==> src/rtl/motoro3_commutator_ramp_pkg.sv <==
// ---------------------------------------------------------------------------
// motoro3_commutator_ramp_pkg : state codes, six-step drive table, step helpers
// Rev 1.0
// ---------------------------------------------------------------------------
`default_nettype none

package motoro3_commutator_ramp_pkg;

   localparam logic [1:0] ST_IDLE  = 2'd0;
   localparam logic [1:0] ST_DEAD  = 2'd1;
   localparam logic [1:0] ST_RUN   = 2'd2;
   localparam logic [1:0] ST_BRAKE = 2'd3;

   localparam logic [3:0] STEP_MAX = 4'd5;

   typedef struct packed {
      logic a_e;
      logic a_h;
      logic b_e;
      logic b_h;
      logic c_e;
      logic c_h;
   } drive_t;

   // Each entry lists {aE,aH,bE,bH,cE,cH}; the undriven phase stays 00.
   localparam drive_t DRV_OFF   = 6'b00_00_00;
   localparam drive_t DRV_S0    = 6'b11_10_00;
   localparam drive_t DRV_S1    = 6'b11_00_10;
   localparam drive_t DRV_S2    = 6'b00_11_10;
   localparam drive_t DRV_S3    = 6'b10_11_00;
   localparam drive_t DRV_S4    = 6'b10_00_11;
   localparam drive_t DRV_S5    = 6'b00_10_11;
   localparam drive_t DRV_BRAKE = 6'b10_10_10;

   function automatic drive_t step_drive(input logic [3:0] step);
      case (step)
         4'd0:    return DRV_S0;
         4'd1:    return DRV_S1;
         4'd2:    return DRV_S2;
         4'd3:    return DRV_S3;
         4'd4:    return DRV_S4;
         4'd5:    return DRV_S5;
         default: return DRV_OFF;
      endcase
   endfunction

   function automatic logic [3:0] step_next(input logic [3:0] step, input logic dir);
      if (dir)
         return (step >= STEP_MAX) ? 4'd0 : step + 4'd1;
      else
         return (step == 4'd0) ? STEP_MAX : step - 4'd1;
   endfunction

endpackage

`default_nettype wire

==> src/rtl/motoro3_period_ramp.sv <==
// ---------------------------------------------------------------------------
// motoro3_period_ramp : moves the step period at most RAMP_DELTA toward the floored target
// Rev 1.0
// ---------------------------------------------------------------------------
`default_nettype none

module motoro3_period_ramp #(
   parameter int CNT_W      = 25,
   parameter int MIN_PERIOD = 64,
   parameter int RAMP_DELTA = 8
) (
   input  logic [CNT_W-1:0] cur,
   input  logic [CNT_W-1:0] tgt,
   output logic [CNT_W-1:0] nxt
);

   localparam int               WIDE_W  = CNT_W + 1;
   localparam logic [CNT_W-1:0] MIN_P   = CNT_W'(MIN_PERIOD);
   localparam logic [CNT_W-1:0] DELTA_N = CNT_W'(RAMP_DELTA);
   localparam logic [CNT_W:0]   DELTA_W = WIDE_W'(RAMP_DELTA);

   logic [CNT_W-1:0] goal;
   logic [CNT_W:0]   up_sum;
   logic [CNT_W-1:0] down_gap;

   // The up-path sum is one bit wider and is clipped to goal, which never
   // exceeds 2^CNT_W-1, so the add saturates without wrapping.
   always_comb begin
      goal     = (tgt < MIN_P) ? MIN_P : tgt;
      up_sum   = {1'b0, cur} + DELTA_W;
      down_gap = cur - goal;
      nxt      = cur;
      if (cur < goal)
         nxt = (up_sum > {1'b0, goal}) ? goal : up_sum[CNT_W-1:0];
      else if (cur > goal)
         nxt = (down_gap > DELTA_N) ? cur - DELTA_N : goal;
   end

endmodule

`default_nettype wire

==> src/rtl/motoro3_commutator_ramp.sv <==
// ---------------------------------------------------------------------------
// motoro3_commutator_ramp : six-step 3-phase commutator with period ramp, dead time and brake
// Rev 1.0
// ---------------------------------------------------------------------------
`default_nettype none

module motoro3_commutator_ramp
   import motoro3_commutator_ramp_pkg::*;
#(
   parameter int CNT_W        = 25,
   parameter int DEAD_CYC     = 20,
   parameter int START_PERIOD = 2000,
   parameter int MIN_PERIOD   = 64,
   parameter int RAMP_DELTA   = 8
) (
   input  logic             clk,
   input  logic             nRst,
   input  logic             m3start,
   input  logic             m3brake,
   input  logic             m3dir,
   input  logic [CNT_W-1:0] m3periodTgt,
   output logic             aE,
   output logic             bE,
   output logic             cE,
   output logic             aH1_L0,
   output logic             bH1_L0,
   output logic             cH1_L0,
   output logic [3:0]       m3step,
   output logic [CNT_W-1:0] m3cnt,
   output logic             m3cntLast1,
   output logic [CNT_W-1:0] m3period,
   output logic [1:0]       m3state
);

   localparam int               DW        = $clog2(DEAD_CYC + 2);
   localparam logic [DW-1:0]    DEAD_LAST = DW'((DEAD_CYC > 0) ? DEAD_CYC - 1 : 0);
   localparam logic [CNT_W-1:0] START_P   = CNT_W'(START_PERIOD);
   // With no dead time the gap state is bypassed and the target is entered directly.
   localparam logic [1:0]       GAP_RUN   = (DEAD_CYC == 0) ? ST_RUN   : ST_DEAD;
   localparam logic [1:0]       GAP_BRAKE = (DEAD_CYC == 0) ? ST_BRAKE : ST_DEAD;

   logic [DW-1:0]    dcnt;
   logic             pend;
   drive_t           drv;

   logic [1:0]       nxt_state;
   logic [3:0]       nxt_step;
   logic [CNT_W-1:0] nxt_cnt;
   logic [CNT_W-1:0] nxt_period;
   logic [DW-1:0]    nxt_dcnt;
   logic             nxt_pend;
   logic             nxt_last1;
   drive_t           nxt_drv;
   logic [CNT_W-1:0] ramp_period;
   logic             step_end;

   motoro3_period_ramp #(
      .CNT_W      (CNT_W),
      .MIN_PERIOD (MIN_PERIOD),
      .RAMP_DELTA (RAMP_DELTA)
   ) u_ramp (
      .cur (m3period),
      .tgt (m3periodTgt),
      .nxt (ramp_period)
   );

   assign step_end = (m3cnt == m3period - 1'b1);

   always_comb begin
      nxt_state  = m3state;
      nxt_step   = m3step;
      nxt_cnt    = m3cnt;
      nxt_period = m3period;
      nxt_dcnt   = dcnt;
      nxt_pend   = pend;
      case (m3state)
         ST_IDLE: begin
            nxt_cnt = '0;
            if (m3brake) begin
               nxt_state = ST_BRAKE;
            end else if (m3start) begin
               nxt_state  = GAP_RUN;
               nxt_period = START_P;
               nxt_dcnt   = '0;
               nxt_pend   = 1'b0;
            end
         end
         ST_DEAD: begin
            if (m3brake)
               nxt_pend = 1'b1;
            if (!m3brake && !m3start) begin
               nxt_state = ST_IDLE;
               nxt_pend  = 1'b0;
               nxt_cnt   = '0;
            end else if (dcnt == DEAD_LAST) begin
               nxt_state = (pend || m3brake) ? ST_BRAKE : ST_RUN;
               nxt_pend  = 1'b0;
               nxt_dcnt  = '0;
               nxt_cnt   = '0;
            end else begin
               nxt_dcnt = dcnt + 1'b1;
            end
         end
         ST_RUN: begin
            nxt_dcnt = '0;
            if (!m3brake && !m3start) begin
               nxt_state = ST_IDLE;
               nxt_cnt   = '0;
            end else if (step_end) begin
               // Brake coinciding with a step end still commits the step and ramp.
               nxt_step   = step_next(m3step, m3dir);
               nxt_period = ramp_period;
               nxt_cnt    = '0;
               nxt_state  = m3brake ? GAP_BRAKE : GAP_RUN;
               nxt_pend   = m3brake;
            end else if (m3brake) begin
               nxt_state = GAP_BRAKE;
               nxt_pend  = 1'b1;
               nxt_cnt   = '0;
            end else begin
               nxt_cnt = m3cnt + 1'b1;
            end
         end
         default: begin
            nxt_cnt = '0;
            if (!m3brake)
               nxt_state = ST_IDLE;
         end
      endcase
   end

   always_comb begin
      nxt_drv = DRV_OFF;
      if (nxt_state == ST_RUN)
         nxt_drv = step_drive(nxt_step);
      else if (nxt_state == ST_BRAKE)
         nxt_drv = DRV_BRAKE;
      nxt_last1 = (nxt_state == ST_RUN) && (nxt_cnt == nxt_period - 1'b1);
   end

   always_ff @(posedge clk or negedge nRst) begin
      if (!nRst) begin
         m3state    <= ST_IDLE;
         m3step     <= 4'd0;
         m3cnt      <= '0;
         m3period   <= START_P;
         m3cntLast1 <= 1'b0;
         dcnt       <= '0;
         pend       <= 1'b0;
         drv        <= DRV_OFF;
      end else begin
         m3state    <= nxt_state;
         m3step     <= nxt_step;
         m3cnt      <= nxt_cnt;
         m3period   <= nxt_period;
         m3cntLast1 <= nxt_last1;
         dcnt       <= nxt_dcnt;
         pend       <= nxt_pend;
         drv        <= nxt_drv;
      end
   end

   assign aE     = drv.a_e;
   assign aH1_L0 = drv.a_h;
   assign bE     = drv.b_e;
   assign bH1_L0 = drv.b_h;
   assign cE     = drv.c_e;
   assign cH1_L0 = drv.c_h;

endmodule

`default_nettype wire

==> config.mk <==
export PLATFORM = sky130hd
export DESIGN_NAME = motoro3_commutator_ramp
export DESIGN_NICKNAME = d
export VERILOG_FILES = /design/src/rtl/motoro3_commutator_ramp_pkg.sv /design/src/rtl/motoro3_period_ramp.sv /design/src/rtl/motoro3_commutator_ramp.sv
export SDC_FILE = /design/constraint.sdc
export NUM_CORES = 1
export LEC_CHECK = 0
export ABC_AREA = 1
export CAP_MARGIN = 20
export CORE_AREA = 2 2 192 194
export DETAILED_ROUTE_END_ITERATION = 10
export DIE_AREA = 0 0 194 196
export PLACE_DENSITY_LB_ADDON = 0.15
export SETUP_SLACK_MARGIN = 0.02
export SLEW_MARGIN = 20
export SYNTH_ARGS = -nofsm -noshare
export SYNTH_HDL_FRONTEND = slang
export SYNTH_SLANG_ARGS = --single-unit
==> constraint.sdc <==
create_clock -name clk -period 6.25 [get_ports clk]
set_input_delay 1.25 -clock clk [delete_from_list [all_inputs] [get_ports clk]]
set_output_delay 1.25 -clock clk [all_outputs]
set_load 0.005 [all_outputs]
# After elaboration in Yosys (flattened, before gate mapping)
# Cells that the tools add are included.
[op_classes] addsub=9 n_reduce_logical=11 eq_ne=16 magnitude_cmp=6 mux=48
[ops] op="two-way mux 25 bit" count=14
[ops] op="case mux 25 bit (2 select lines)" count=2
[ops] op="== test 25 bit" count=2
[ops] op="subtractor 25 x 1 -> 25 bit, second input constant" count=2
[ops] op="case mux 6 bit (6 select lines)" count=1
[ops] op="adder 25 x 4 -> 26 bit, second input constant" count=1
[ops] op="> comparator 26 x 25 -> 1 bit" count=1
[ops] op="adder 25 x 1 -> 25 bit, second input constant" count=1
[ops] op="> comparator 25 bit" count=1
[ops] op="> comparator 25 x 4 -> 1 bit, second input constant" count=1
[ops] op="< comparator 25 bit" count=1
[ops] op="< comparator 25 x 7 -> 1 bit, second input constant" count=1
[ops] op="subtractor 25 bit" count=1
[ops] op="subtractor 25 x 4 -> 25 bit, second input constant" count=1
[ops] op="two-way mux 4 bit" count=6
[ops] op="two-way mux 5 bit" count=4
[ops] op="two-way mux 2 bit" count=8
[ops] op="case mux 5 bit (3 select lines)" count=1
[ops] op="two-way mux 6 bit" count=2
[ops] op="== test 4 x 2 -> 1 bit, second input constant" count=2
[ops] op="== test 4 x 3 -> 1 bit, second input constant" count=2
[ops] op="logical NOT 4 bit" count=2
[ops] op="two-way mux 1 bit" count=8
[ops] op="!= test 2 bit, second input constant" count=4
[ops] op="other kinds (16)" count=21
[totals] ff_bits=69 wordCells=103 out_inout_bits=63 inputBits=30

# Logic depth before layout (Yosys ltp)
[depth] ltp_word=13 depth_mapped=41 mapped_depth_nobuf=41

# By module
# From an unflattened synthesis, not the netlist that was laid out.
[hier_totals] cells_unflattened=1961 hier_area_um2=11313.4
[by_module_without_submodules] module="motoro3_commutator_ramp" area_each_um2=6801.5 cells_each=1111 seq_area_each_um2=1734.2 instances=1
[by_module_without_submodules] module="motoro3_period_ramp" area_each_um2=4511.8 cells_each=850 seq_area_each_um2=0.0 instances=1

# Worst setup path after synthesis
# OpenSTA, ideal clock, no wires.
[synth_timing] path_type="input-to-reg" startpoint="input port m3periodTgt[16]" endpoint="register m3cntLast1" arrival_time_ns=5.252 slack_ns=0.927 required_time_ns=6.179 cell_stages=39 setup_ns=0.071 n_path_buf=1 cell_sequence="nor4_1 > nand4_1 > nor2_1 > inv_1 > nand2_1 > inv_1 > ha_1 > inv_1 > fa_1 > nand3_1 > nand3_1 > nand2_1 > nand2_1 > nand2_1 > nand3_1 > nand2_1 > nand2_1 > nand3_1 > (+3 left out) > buf_6 > nand3_1 > nand3_1 > nand2_2 > inv_2 > ha_1 > nand3_2 > nor2_4 > nand3_1 > nor2_4 > nand2_1 > nand2_1 > nand2_1 > clkinv_1 > nand2_1 > nor2_1 > nand3_1 > nor2_1"
[synth_via] elab_chain_len=13 word_cells_on_any_way=17 cone_classes="add/sub (2); order compare (5); eq/ne (1); mux (8); reduce/logical (1)"
[synth_rtl] item="start: declaration" line="motoro3_commutator_ramp.sv:21" source="input logic [CNT_W-1:0] m3periodTgt,"
[synth_rtl] item="< comparator 25 x 7 -> 1 bit" line="motoro3_period_ramp.sv:29" source="goal = (tgt < MIN_P) ? MIN_P : tgt;"
[synth_rtl] item="two-way mux 25 bit (*)" line="motoro3_period_ramp.sv:29"
[synth_rtl] item="subtractor 25 bit" line="motoro3_period_ramp.sv:31" source="down_gap = cur - goal;"
[synth_rtl] item="> comparator 25 x 4 -> 1 bit" line="motoro3_period_ramp.sv:36" source="nxt = (down_gap > DELTA_N) ? cur - DELTA_N : goal;"
[synth_rtl] item="two-way mux 25 bit" line="motoro3_period_ramp.sv:36"
[synth_rtl] item="two-way mux 25 bit" line="motoro3_period_ramp.sv:35" source="else if (cur > goal)"
[synth_rtl] item="two-way mux 25 bit (*)" line="motoro3_period_ramp.sv:33" source="if (cur < goal)"
[synth_rtl] item="two-way mux 25 bit (*)" line="motoro3_commutator_ramp.sv:109" source="end else if (step_end) begin"
[synth_rtl] item="two-way mux 25 bit (*)" line="motoro3_commutator_ramp.sv:106" source="if (!m3brake && !m3start) begin"
[synth_rtl] item="case mux 25 bit (2 select lines) (*)" line="motoro3_commutator_ramp.sv:76" source="case (m3state)"
[synth_rtl] item="via nxt_period[0]" line="motoro3_commutator_ramp.sv:49" source="logic [CNT_W-1:0] nxt_period;"
[synth_rtl] item="subtractor 25 x 1 -> 25 bit (*)" line="motoro3_commutator_ramp.sv:138" source="nxt_last1 = (nxt_state == ST_RUN) && (nxt_cnt == nxt_period - 1'b1);"
[synth_rtl] item="== test 25 bit (*)" line="motoro3_commutator_ramp.sv:138"
[synth_rtl] item="logical AND 1 bit (*)" line="motoro3_commutator_ramp.sv:138"
[synth_rtl] item="via nxt_last1" line="motoro3_commutator_ramp.sv:52" source="logic nxt_last1;"
[synth_rtl] item="end signal: assignment" line="motoro3_commutator_ramp.sv:156" source="m3cntLast1 <= nxt_last1;"
[synth_rtl] item="end: declaration" line="motoro3_commutator_ramp.sv:30" source="output logic m3cntLast1,"
# Mark *: on every way through the listed nets, which the timed path passes. The rest lies on a longest branch.
# A chain may end at the register's enable or synchronous reset.

# Worst setup path in the final report
[layout_timing] startpoint="input port m3periodTgt[17]" endpoint="register m3cntLast1"
# The elaborated chain is that of the path after synthesis.

==> flow_summary.json <==
{
  "row_count": 70,
  "ant_nets": 0,
  "hold_violations": 0,
  "avgViaCountPerCell": 4.910,
  "path_max_fanout": 9,
  "p_sw_share_pct": 43.54,
  "drive_gt1_share_pct": 16.27,
  "reg2regPathDepth": 33,
  "ys_seq_area_share_pct": 16.29,
  "firstDrtPassIters": 5,
  "whs_endpoint": "dcnt[0]",
  "min_from": "dcnt[0]",
  "fin_util_pct": 37.95,
  "die_h_um": 196,
  "gp_congestion": 0.9523,
  "die_area_um2": 38020,
  "place_hpwl_mm": 36.92,
  "cp_common_cell": "nand2_1",
  "avgRoutedWirePerCell_um": 17.37,
  "grt_antenna_before_repair": 1,
  "seqPwrFrac_pct": 22.0,
  "critPathLaunchType": "input pin",
  "cts_hold_buf": 0,
  "core_area_um2": 36080,
  "fin_crit_sh_pct": 92.23,
  "path_class": "in -> reg",
  "worstPathRequired_ns": 6.52,
  "r2r-end": "m3cntLast1",
  "grt_usage_pct": 22.71,
  "drtIter0Drc": 741,
  "yosysUniqueCellTypes": 55,
  "vias": 12325,
  "fill_cells": 4030,
  "min_path_type": "reg -> reg",
  "crit_slowest_cell": "nor4_4",
  "initial_utilization_pct": 29.49,
  "nets": 2128,
  "max_cap_violations": 0,
  "rrSetupSlack_ns": 0.70,
  "tightest_slew_ns": 0.9231,
  "r2r_start": "m3period[4]",
  "synthesis.nets": 1916,
  "fp.dieW_um": 194,
  "fmax_mhz": 173.5,
  "grt_pass1_vias": 12205,
  "cts_buffers": 9,
  "setup_viol": 0,
  "syn_inst": 1824,
  "ys_async_sr_fraction_pct": 100.0,
  "clock_latency_ns": 0.34,
  "slew_headroom_pct": 38.46,
  "drt_wl_total_mm": 43.61,
  "pwr-share-clk_pct": 25.0,
  "cellLeakagePower_uw": 0.007082,
  "syn_area_um2": 10640,
  "syn_avg_cell_area_um2": 5.835,
  "critPathArrivalTime_ns": 6.04,
  "status": "finished clean",
  "grt_max_degree": 70,
  "min_path_cells": 1,
  "pwr_density_cell_nw_per_um2": 179.2,
  "yosys_warnings": 0,
  "internal_power_uw": 1385,
  "pin_count": 93,
  "ys_ff_latch": 69,
  "io_buffers": 92,
  "grt_pass1_wl_mm": 67.34,
  "drc_errors": 0,
  "dp_slack_ns": -1.140,
  "cts.htree.levels": 3,
  "synth_flop_cell": "dfrtp_1",
  "clock-root-buffer": "clkbuf_16",
  "cts_tree": "yes",
  "endpoint_kind": "flip-flop",
  "synth_edf_count": 0,
  "setup_ws_ns": 0.4859,
  "switchingPower_uw": 1068,
  "drv_slew": 0,
  "peakVddDrop_mv": 0.1468,
  "min_period_ns": 5.764,
  "max_stage_delay_ns": 0.43,
  "area_delta_synth_final_pct": 28.67,
  "overflow": 0,
  "cts.sinks": 69,
  "clk_pin_slew_ns": 0.06,
  "rsz0062_at_grt": "false",
  "cts_buffer_depth": 2,
  "combPwrFrac_pct": 53.0,
  "fin_skew_ns": 0.006701
}
## kinds of logic after synthesis
family	count (synthesis)	synth area share, %
simple gates	1141	49.38
buf+inv	315	11.66
compound gates	147	7.759
xor+xnor	90	7.548
flops	69	16.29
fa+ha+maj	62	7.359
## critical path: cells and delay by family
family          cells  cell delay [ns]
compound gates      1             0.18
fa+ha+maj           2             0.39
buf+inv             9             0.89
simple gates       27             3.30
## metrics by stage
stage / hold WS (ns) / instances / area [um2] / power [uW] / TNS [ns]
floorplan: 0.4790 / 1824 / 10640 / 1265 / 0
global placement: 0.5035 / 2490 / 13060 / 1790 / -2.060
detailed placement: 0.5202 / 2490 / 13060 / 1790 / -1.737
CTS: 0.5283 / 2507 / 13510 / 2439 / 0
global route: 0.5580 / 2509 / 13690 / 2635 / 0
finish: 0.5253 / 2510 / 13690 / 2454 / 0
## power groups by stage
| stage | Sequential, uW | Clock [uW] | Combinational, uW |
|---|---|---|---|
| after floorplan | 533 | 0 | 732 |
| after global placement | 546 | 0 | 1240 |
| after detailed placement | 547 | 0 | 1240 |
| after CTS | 539 | 630 | 1270 |
| after global routing | 547 | 644 | 1440 |
| final | 540 | 614 | 1300 |
## layer usage
metal	track usage (%)	part of all wire, %
met4	7.548	3.0
met1	28.92	45
met3	1.719	3.6
met5	0	0
met2	40.52	49
## cell type report
class	count	area [um2]	area share, %
inverters	277	1046	7.638
multi-input cells	1440	7903	57.71
well taps	468	585.6	4.276
repair buffers	239	2064	15.08
clock buffers	11	252.7	1.846
diodes	1	2.502	0.01827
clock inverters	5	106.4	0.7766
flip-flops and latches	69	1734	12.66
## cells in the mapped netlist (8+ instances only)
master / n / area (um2)
a21oi_1: 77 / 385.4
buf_2: 17 / 85.08
clkbuf_1: 15 / 56.30
dfrtp_1: 63 / 1577
ha_1: 61 / 763.2
inv_1: 251 / 942.2
inv_2: 20 / 75.07
nand2_1: 574 / 2155
nand2_2: 20 / 125.1
nand3_1: 186 / 930.9
nand3b_1: 17 / 127.6
nand4_1: 61 / 381.6
nor2_1: 172 / 645.6
nor2_2: 18 / 112.6
nor2_4: 15 / 168.9
nor3_1: 32 / 160.2
nor4_1: 11 / 68.82
o21ai_0: 30 / 150.1
o21bai_1: 8 / 60.06
xnor2_1: 19 / 166.4
xor2_1: 70 / 613.1
## how the worst max path moves through the flow
stage,end,slack [ns],start,cells past startpoint
3_5_place_dp,m3cntLast1,-1.14,m3periodTgt[24],40
6_report,m3cntLast1,0.49,m3periodTgt[17],39
2_1_floorplan,m3cntLast1,0.93,m3periodTgt[16],39
4_1_cts,m3cntLast1,0.03,m3periodTgt[22],38
3_3_place_gp,m3cntLast1,-1.21,m3periodTgt[24],41
5_1_grt,m3cntLast1,0.02,m3periodTgt[17],38
## state kept, by name (all words and copies together), names as in the netlist
signal and count:
cE 1, pend 1, bE 1, cH1_L0 1, m3state 2, aH1_L0 1, aE 1, dcnt 5
m3cnt 25, m3step 4, m3cntLast1 1, bH1_L0 1, m3period 25
## placed cells by master (no fill, tap or decap), types with 3 or more instances in the layout
master           instances
nor2_4                  16
nor2_2                  25
nor3_2                   4
clkbuf_2                 4
ha_4                     3
o21ai_1                  5
dfstp_2                  6
nor4_1                   9
a21o_1                   3
xnor2_1                 19
nand3_1                176
nand3_2                 13
or2_2                    6
buf_4                  144
nand4_1                 61
nor3_1                  32
o21ai_2                  3
inv_2                   23
dlymetal6s2s_1          12
clkbuf_16                9
clkinv_1                 4
nand2_1                555
a21oi_1                 76
nor2_1                 164
and3_1                   3
nand2_2                 38
o21ai_0                 30
nand2_4                  6
nand3b_1                17
clkdlybuf4s50_1         75
dfrtp_1                 63
o22ai_1                  3
nand3_4                  5
ha_1                    57
inv_1                  247
o21bai_1                 7
bufinv_16                3
o211ai_1                 7
xor2_1                  70
## timing repair
item | 4_1_cts | 5_1_grt
setup buffers | 2 | 2
gates resized for setup | 26 | 61
endpoints found under the hold margin | 0 | 0
endpoints found under the setup margin | 1 | 1
pin swaps | 11 | 31
No activity file was read; power rests on OpenSTA's default activity.
